<file path="src/rtl/req_enc_pkg.sv">
// req_enc_pkg: shared state encoding, width derivation and legality helpers for the request encoder.
package req_enc_pkg;
  typedef enum logic {IDLE, PRESENT} state_t;
  localparam int NUM_REQ_MIN = 2;
  localparam int NUM_REQ_MAX = 8;
  function automatic int idx_w(input int n);
    return $clog2(n);
  endfunction
  function automatic bit num_req_legal(input int n);
    return n == 2 || n == 4 || n == 8;
  endfunction
endpackage

</file>
<file path="src/rtl/prio_encoder_8_3.sv">
// prio_encoder_8_3: first set bit of eligible scanning upward from base with wrap-around.
module prio_encoder_8_3 #(
  parameter int NUM_REQ = 8,
  parameter int IDX_W   = 3
) (
  input  logic [NUM_REQ-1:0] eligible,
  input  logic [IDX_W-1:0]   base,
  output logic [IDX_W-1:0]   winner,
  output logic               hit
);
  logic [IDX_W-1:0] j;
  // Scan from the far end so the candidate nearest to base is written last and wins.
  always_comb begin
    winner = '0;
    hit = 1'b0;
    j = '0;
    for (int i = NUM_REQ - 1; i >= 0; i--) begin
      j = base + IDX_W'(i);
      if (eligible[j]) begin
        winner = j;
        hit = 1'b1;
      end
    end
  end
endmodule

</file>
<file path="src/rtl/req_encoder_8_3.sv">
// req_encoder_8_3: captures one-hot request pulses and presents a registered index under valid/ack.
// Build option REQ_ENC_ROUND_ROBIN_EN rotates priority from the last acked index.
module req_encoder_8_3
  import req_enc_pkg::*;
#(
  parameter int NUM_REQ = 8,
  parameter int IDX_W   = 3
) (
  input  logic               clk,
  input  logic               rst_n,
  input  logic [NUM_REQ-1:0] req,
  input  logic [NUM_REQ-1:0] mask,
  output logic [IDX_W-1:0]   idx,
  output logic               idx_valid,
  input  logic               idx_ack,
  output logic [NUM_REQ-1:0] pending,
  output logic               any_pending
);
  if (!num_req_legal(NUM_REQ) || IDX_W != idx_w(NUM_REQ)) begin : g_bad_cfg
    $error("req_encoder_8_3: illegal NUM_REQ/IDX_W combination");
  end
  state_t state, state_nx;
  logic [IDX_W-1:0] idx_nx, base_sel, winner;
  logic [NUM_REQ-1:0] pending_nx, clr, eligible;
  logic fire, hit;
  assign idx_valid = state == PRESENT;
  assign fire = idx_valid & idx_ack;
  assign clr = fire ? NUM_REQ'(1) << idx : '0;
  assign eligible = pending & ~mask;
  assign any_pending = |eligible;
  // A new request on the bit being acked overrides the clear.
  assign pending_nx = (pending & ~clr) | req;
`ifdef REQ_ENC_ROUND_ROBIN_EN
  logic [IDX_W-1:0] base;
  assign base_sel = fire ? idx + IDX_W'(1) : base;
  always_ff @(posedge clk or negedge rst_n)
    if (!rst_n) base <= '0;
    else base <= base_sel;
`else
  assign base_sel = '0;
`endif
  prio_encoder_8_3 #(.NUM_REQ(NUM_REQ), .IDX_W(IDX_W)) u_prio (
    .eligible(eligible & ~clr),
    .base    (base_sel),
    .winner  (winner),
    .hit     (hit)
  );
  always_comb begin
    state_nx = state;
    idx_nx = idx;
    if (state == IDLE || fire) begin
      state_nx = hit ? PRESENT : IDLE;
      idx_nx = hit ? winner : idx;
    end
  end
  always_ff @(posedge clk or negedge rst_n)
    if (!rst_n) begin
      state <= IDLE;
      idx <= '0;
      pending <= '0;
    end else begin
      state <= state_nx;
      idx <= idx_nx;
      pending <= pending_nx;
    end
endmodule

</file>
<file path="config.mk">
export PLATFORM = sky130hd
export DESIGN_NAME = req_encoder_8_3
export DESIGN_NICKNAME = d
export VERILOG_FILES = /design/src/rtl/req_enc_pkg.sv /design/src/rtl/prio_encoder_8_3.sv /design/src/rtl/req_encoder_8_3.sv
export SDC_FILE = /design/constraint.sdc
export NUM_CORES = 1
export LEC_CHECK = 0
export BUFFER_PORTS_ARGS = -buffer_cell sky130_fd_sc_hd__buf_2
export CORE_MARGIN = 2
export CORE_UTILIZATION = 30
export CTS_CLUSTER_DIAMETER = 60
export CTS_CLUSTER_SIZE = 30
export DETAILED_ROUTE_END_ITERATION = 8
export PLACE_DENSITY = 0.62
export SETUP_SLACK_MARGIN = 0.4
export SYNTH_ARGS = -nofsm -noshare
export SYNTH_HDL_FRONTEND = slang
export SYNTH_SLANG_ARGS = --single-unit
</file>
<file path="constraint.sdc">
create_clock -name clk -period 2 [get_ports clk]
set_input_delay 0 -clock clk [delete_from_list [all_inputs] [get_ports clk]]
set_output_delay 0 -clock clk [all_outputs]
set_load 0.05 [all_outputs]
</file>
# After elaboration in Yosys (flattened, before gate mapping)
# Cells that the tools add are included.
[op_classes]
shift = 1
mux = 18
bitwise = 8
reduce_logical = 3
[op_table]
columns = ["op", "count"]
rows = [
  ["$and 8x8->8", 3],
  ["$mux 3", 8],
  ["$not 8->8", 2],
  ["$mux 1", 9],
  ["$mux 8", 1],
  ["$or 8x8->8", 1],
  ["$reduce_or 8->1", 1],
  ["$shl 1x3->8 const A", 1],
  ["$reduce_and 2->1", 1],
  ["$and 1x1->1", 1],
  ["$logic_or 1x1->1", 1],
  ["$not 1->1", 1],
]
[word_totals]
register_bits = 12
in_bits = 19
out_inout_bits = 13
wordCells = 33

# Depth between registers and ports, before layout
[depth]
depth_word = 13
mapped_depth = 6
ltp_nobuf = 6

# Modules after synthesis
# From an unflattened synthesis, not the netlist that was laid out.
[unflattened]
hier_cells = 151
hier_area_um2 = 1392.6
[by_module_without_submodules]
columns = ["mod", "n_inst", "cells_per_inst", "area_per_inst_um2", "seq_area_each_um2"]
rows = [
  ["prio_encoder_8_3", 1, 90, 782.0, 0.0],
  ["req_encoder_8_3", 1, 61, 610.6, 300.3],
]

# Least setup slack after synthesis
# OpenSTA, ideal clock, no wires.
[synth_timing]
path_type = "register -> register"
from = "reg idx[2]"
to = "reg idx[0]"
setup_ps = 125
arrival_time_ps = 1817
required_time_ps = 1875
setup_slack_ps = 58
stages_incl_launch_ff = 7
path_buffers = 0
synth_period_minus_slack_ps = 1942
path_cell_list = "dfrtp_1 -> nand4_1 -> nor3_1 -> a21o_2 -> nand2_2 -> o21ai_2 -> mux2_2"
[synth_via]
elab_chain_cells = 13
elab_cells_between_ends = 21
cone_classes = "shift (1); mux (17); bitwise (2); reduce/logical (1)"
[synth_lines]
columns = ["item", "line_no", "rtl"]
rows = [
  ["from (decl)", "req_encoder_8_3.sv:13", "output logic [IDX_W-1:0] idx,"],
  ["from (signal assigned)", "req_encoder_8_3.sv:63", "idx <= idx_nx;"],
  ["$shl 1x3->8 *", "req_encoder_8_3.sv:28", "assign clr = fire ? NUM_REQ'(1) << idx : '0;"],
  ["$mux 8 *", "req_encoder_8_3.sv:28", ""],
  ["$not 8->8 *", "req_encoder_8_3.sv:43", ".eligible(eligible & ~clr),"],
  ["$and 8x8->8 *", "req_encoder_8_3.sv:43", ""],
  ["$mux 1 (8 in a row)", "prio_encoder_8_3.sv:19", "if (eligible[j]) begin"],
  ["$reduce_and 2->1 (no source line)", "-", ""],
]
# Mark *: on every way between the ends. The rest lies on a longest branch, timed or not.
# A chain may end at the register's enable or synchronous reset.

# Final worst setup path
[layout_timing]
from = "reg pending[2]"
to = "reg idx[0]"
[layout_via]
elab_chain_cells = 6
elab_cells_between_ends = 9
cone_classes = "mux (6); bitwise (2); reduce/logical (1)"
[layout_lines]
columns = ["item", "line_no", "rtl"]
rows = [
  ["from (decl)", "req_encoder_8_3.sv:16", "output logic [NUM_REQ-1:0] pending,"],
  ["from (signal assigned)", "req_encoder_8_3.sv:64", "pending <= pending_nx;"],
  ["$and 8x8->8 *", "req_encoder_8_3.sv:29", "assign eligible = pending & ~mask;"],
  ["$and 8x8->8 *", "req_encoder_8_3.sv:43", ""],
  ["$mux 1 (3 in a row)", "prio_encoder_8_3.sv:19", ""],
  ["$reduce_and 2->1 (no source line)", "-", ""],
]
# Marks and branches as above.

==> metrics.csv <==
stage;metric;value;unit
critical_path;startpoint_type;register;
grt;antenna_found_initial;0;
routing;vias_per_cell;4.99;
floorplan;die_w;53.7;µm
power_and_ir_drop;swShare;40.7;%
routing;wire_per_inst;12.6;µm
placed_design;dp_hpwl;1.44;mm
cts;clk_path_buf_depth;2;
placed_design;port_buffers;31;
timing;relSlewSlack;72.8;%
placed_design;gp_congestion;0.879;
cts;cts_tree;yes;
timing;setup_violations;0;
yosys;synth_edf_count;0;
routing;vias;834;
grt;grt_pass1_vias;695;
cts;clock-sinks;12;
yosys;yosysUniqueCellTypes;30;
power_and_ir_drop;power.net_switching;0.348;mW
yosys;syn_area;742;µm²
power_and_ir_drop;p_leak;0.504;nW
finish;antenna_cells;0;
cts;numCtsBuffers;3;
floorplan;fp.dieH;53.7;µm
worst_hold_path;hold_path.class;input port to asynchronous set/reset pin;
power_and_ir_drop;p_comb_share;45.4;%
placed_design;dpl_worst_slack;271;ps
timing;layout_min_cycle_time;1700;ps
yosys;seq_area_frac_synth;40.5;%
critical_path;critical_path_class;register to register;
floorplan;core-area;0.00241;mm²
yosys;ys_async_sr_fraction;100;%
floorplan;die-area;0.00289;mm²
power_and_ir_drop;seq_power_share;35.1;%
power_and_ir_drop;pwr-share-clk;19.5;%
cts;h-tree-depth;1;
routing;firstDrtPassIters;4;
yosys;synthFlopType;dfrtp_1;
floorplan;start_util;30.8;%
yosys;synthCells;83;
timing;grt_setup_unrepaired;true;
power_and_ir_drop;power_density;736;mW/mm²
routing;routed_wl;2.11;mm
yosys;avgSynthCellArea;8.94;µm²
yosys;synth_common_cells;12 x dfrtp_1, 10 x nand2_1, 7 x a21oi_1, 7 x nand2b_1;
timing;hold_violations;0;
floorplan;io_pins;32;
yosys;synthTopCellsByArea;dfrtp_1 40%, nand2b_1 5.9%, a21o_1 5.1%, nand2_1 5.1%, nor2b_1 5.1%;
routing;drt_iter0_drc;28;
cts;insertion_delay;280;ps
timing;worst_pin_slew;405;ps
run_status;status;finished clean;
grt;grt_pass1_wl;3.00;mm
yosys;yosysWarnings;0;
floorplan;row_count;18;
timing;slew_viol_final;0;
timing;fin_skew;3.57;ps
cts;cts.clk_slew.worst_paths;80;ps
yosys;syn_nets;102;
flow_run;cap_viol_max_count;0;
finish;drive_above_1_share;46.0;%
critical_path;endpoint_kind;register;
timing;fin_setup_tns;0;ps
cts;root_buffer;clkbuf_4;
timing;period_share;84.8;%
finish;final_nets;157;
routing;drc_errors;0;
critical_path;crit_required;2170;ps
yosys;ys_ff_latch;12;
yosys;post-synth-top-area-fraction;40.5;%
timing;fmax;0.590;GHz
grt;grt_max_degree;13;
power_and_ir_drop;intPower;0.507;mW
finish;area_growth;56.7;%
critical_path;worstPathMaxFanout;4;
critical_path;worstPathArrival;1870;ps
power_and_ir_drop;ir_drop;439;µV
timing;setup_ws;305;ps
grt;overflow;0;
yosys;yosysMostFrequentCell;dfrtp_1;
routing;ant_nets;0;
yosys;synth_top_area_cell;dfrtp_1;
grt;grt_usage;14.7;%
==> sequential cells by signal, summed over array words and instances (netlist names) <==
name	flops
idx	3
idx_valid	1
pending	8
==> layout by cell type, fill, tap and decap left out, types with 3 or more instances in the layout <==
cell type,netlist,layout
nand4b_1,3,3
a21oi_1,7,7
dlygate4sd3_1,0,9
clkbuf_4,0,3
nor2b_1,6,4
a21o_1,5,5
dfrtp_2,0,7
nand2b_1,7,7
buf_2,1,31
dfrtp_1,12,5
o21ai_0,6,6
nand2_1,10,9
buf_4,0,11
==> power by group through the flow <==
| stage | clock [mW] | sequential [mW] | combinational [mW] |
|---|---|---|---|
| floorplan | 0 | 0.392 | 0.150 |
| global placement | 0 | 0.316 | 0.306 |
| detailed placement | 0 | 0.319 | 0.306 |
| CTS | 0.172 | 0.298 | 0.369 |
| global route | 0.179 | 0.304 | 0.416 |
| finish | 0.167 | 0.300 | 0.389 |
==> timing repair <==
action	in CTS	in global routing
endpoints found under the setup margin	1	4
setup buffers	7	4
endpoints found under the hold margin	20	0
resized for setup	0	3
hold buffers	9	0
pin swaps	6	4
==> through the flow <==
step           util [%]  area [µm²]  hold slack, ps  power [mW]  std cells
2_1_floorplan         -         769            -296       0.543         83
5_1_grt            48.2        1160             159       0.899        167
6_report           48.2        1160             128       0.855        167
3_5_place_dp       39.7         957           -97.9       0.624        143
4_1_cts            46.7        1130             129       0.839        163
3_3_place_gp       39.7         957            -101       0.622        143
==> cell type report <==
class / instances / area, µm²
multi-input combinational: 68 / 454
sequential: 12 / 309
timing repair buffer: 51 / 328
tap: 30 / 37.5
inverter: 2 / 7.51
clock buffer: 4 / 26.3
fill: 228 / 1250
==> kinds of logic after synthesis <==
group / count (synthesis) / synth area share [%]
AND/OR/NAND/NOR: 37 / 28.2
flip-flops: 12 / 40.5
multiplexers: 3 / 4.38
buffers and inverters: 3 / 1.69
AO/OA/AOI/OAI: 28 / 25.3
==> worst max-delay path, cell delays in order, from the launching register on <==
cell and delay (ps):
dfrtp_2 410, nor2b_4 140, mux2_1 320, o22ai_2 130
nand2_2 110, o21ai_2 170, mux2_4 310
==> worst paths after layout <==
check                                          start              endpoint  slack (ps)  depth (start not counted)
worst max-delay path            pending[2]$_DFF_PN0_    idx[0]$_DFFE_PN0P_         300                          6
worst min-delay path                           rst_n  pending[2]$_DFF_PN0_         130                          2
worst max register to register  pending[2]$_DFF_PN0_    idx[0]$_DFFE_PN0P_         300                          6
worst min register to register  pending[5]$_DFF_PN0_  pending[5]$_DFF_PN0_         510                          1
max in group asynchronous                      rst_n    idx[2]$_DFFE_PN0P_        1630                          2
min in group clk                             idx_ack  pending[4]$_DFF_PN0_         160                          4
==> metal layers <==
| metal | share of wire, % | wire, µm | vias to the layer above | track usage (%) |
|---|---|---|---|---|
| li1 | - | - | 408 | - |
| met1 | 45 | 939 | 402 | 18.7 |
| met2 | 50 | 1060 | 19 | 22.8 |
| met3 | 3.5 | 73 | 5 | 3.61 |
| met4 | 1.7 | 36 | 0 | 7.69 |
| met5 | 0 | 0 | - | 0 |
Power figures use the tool's default switching activity.
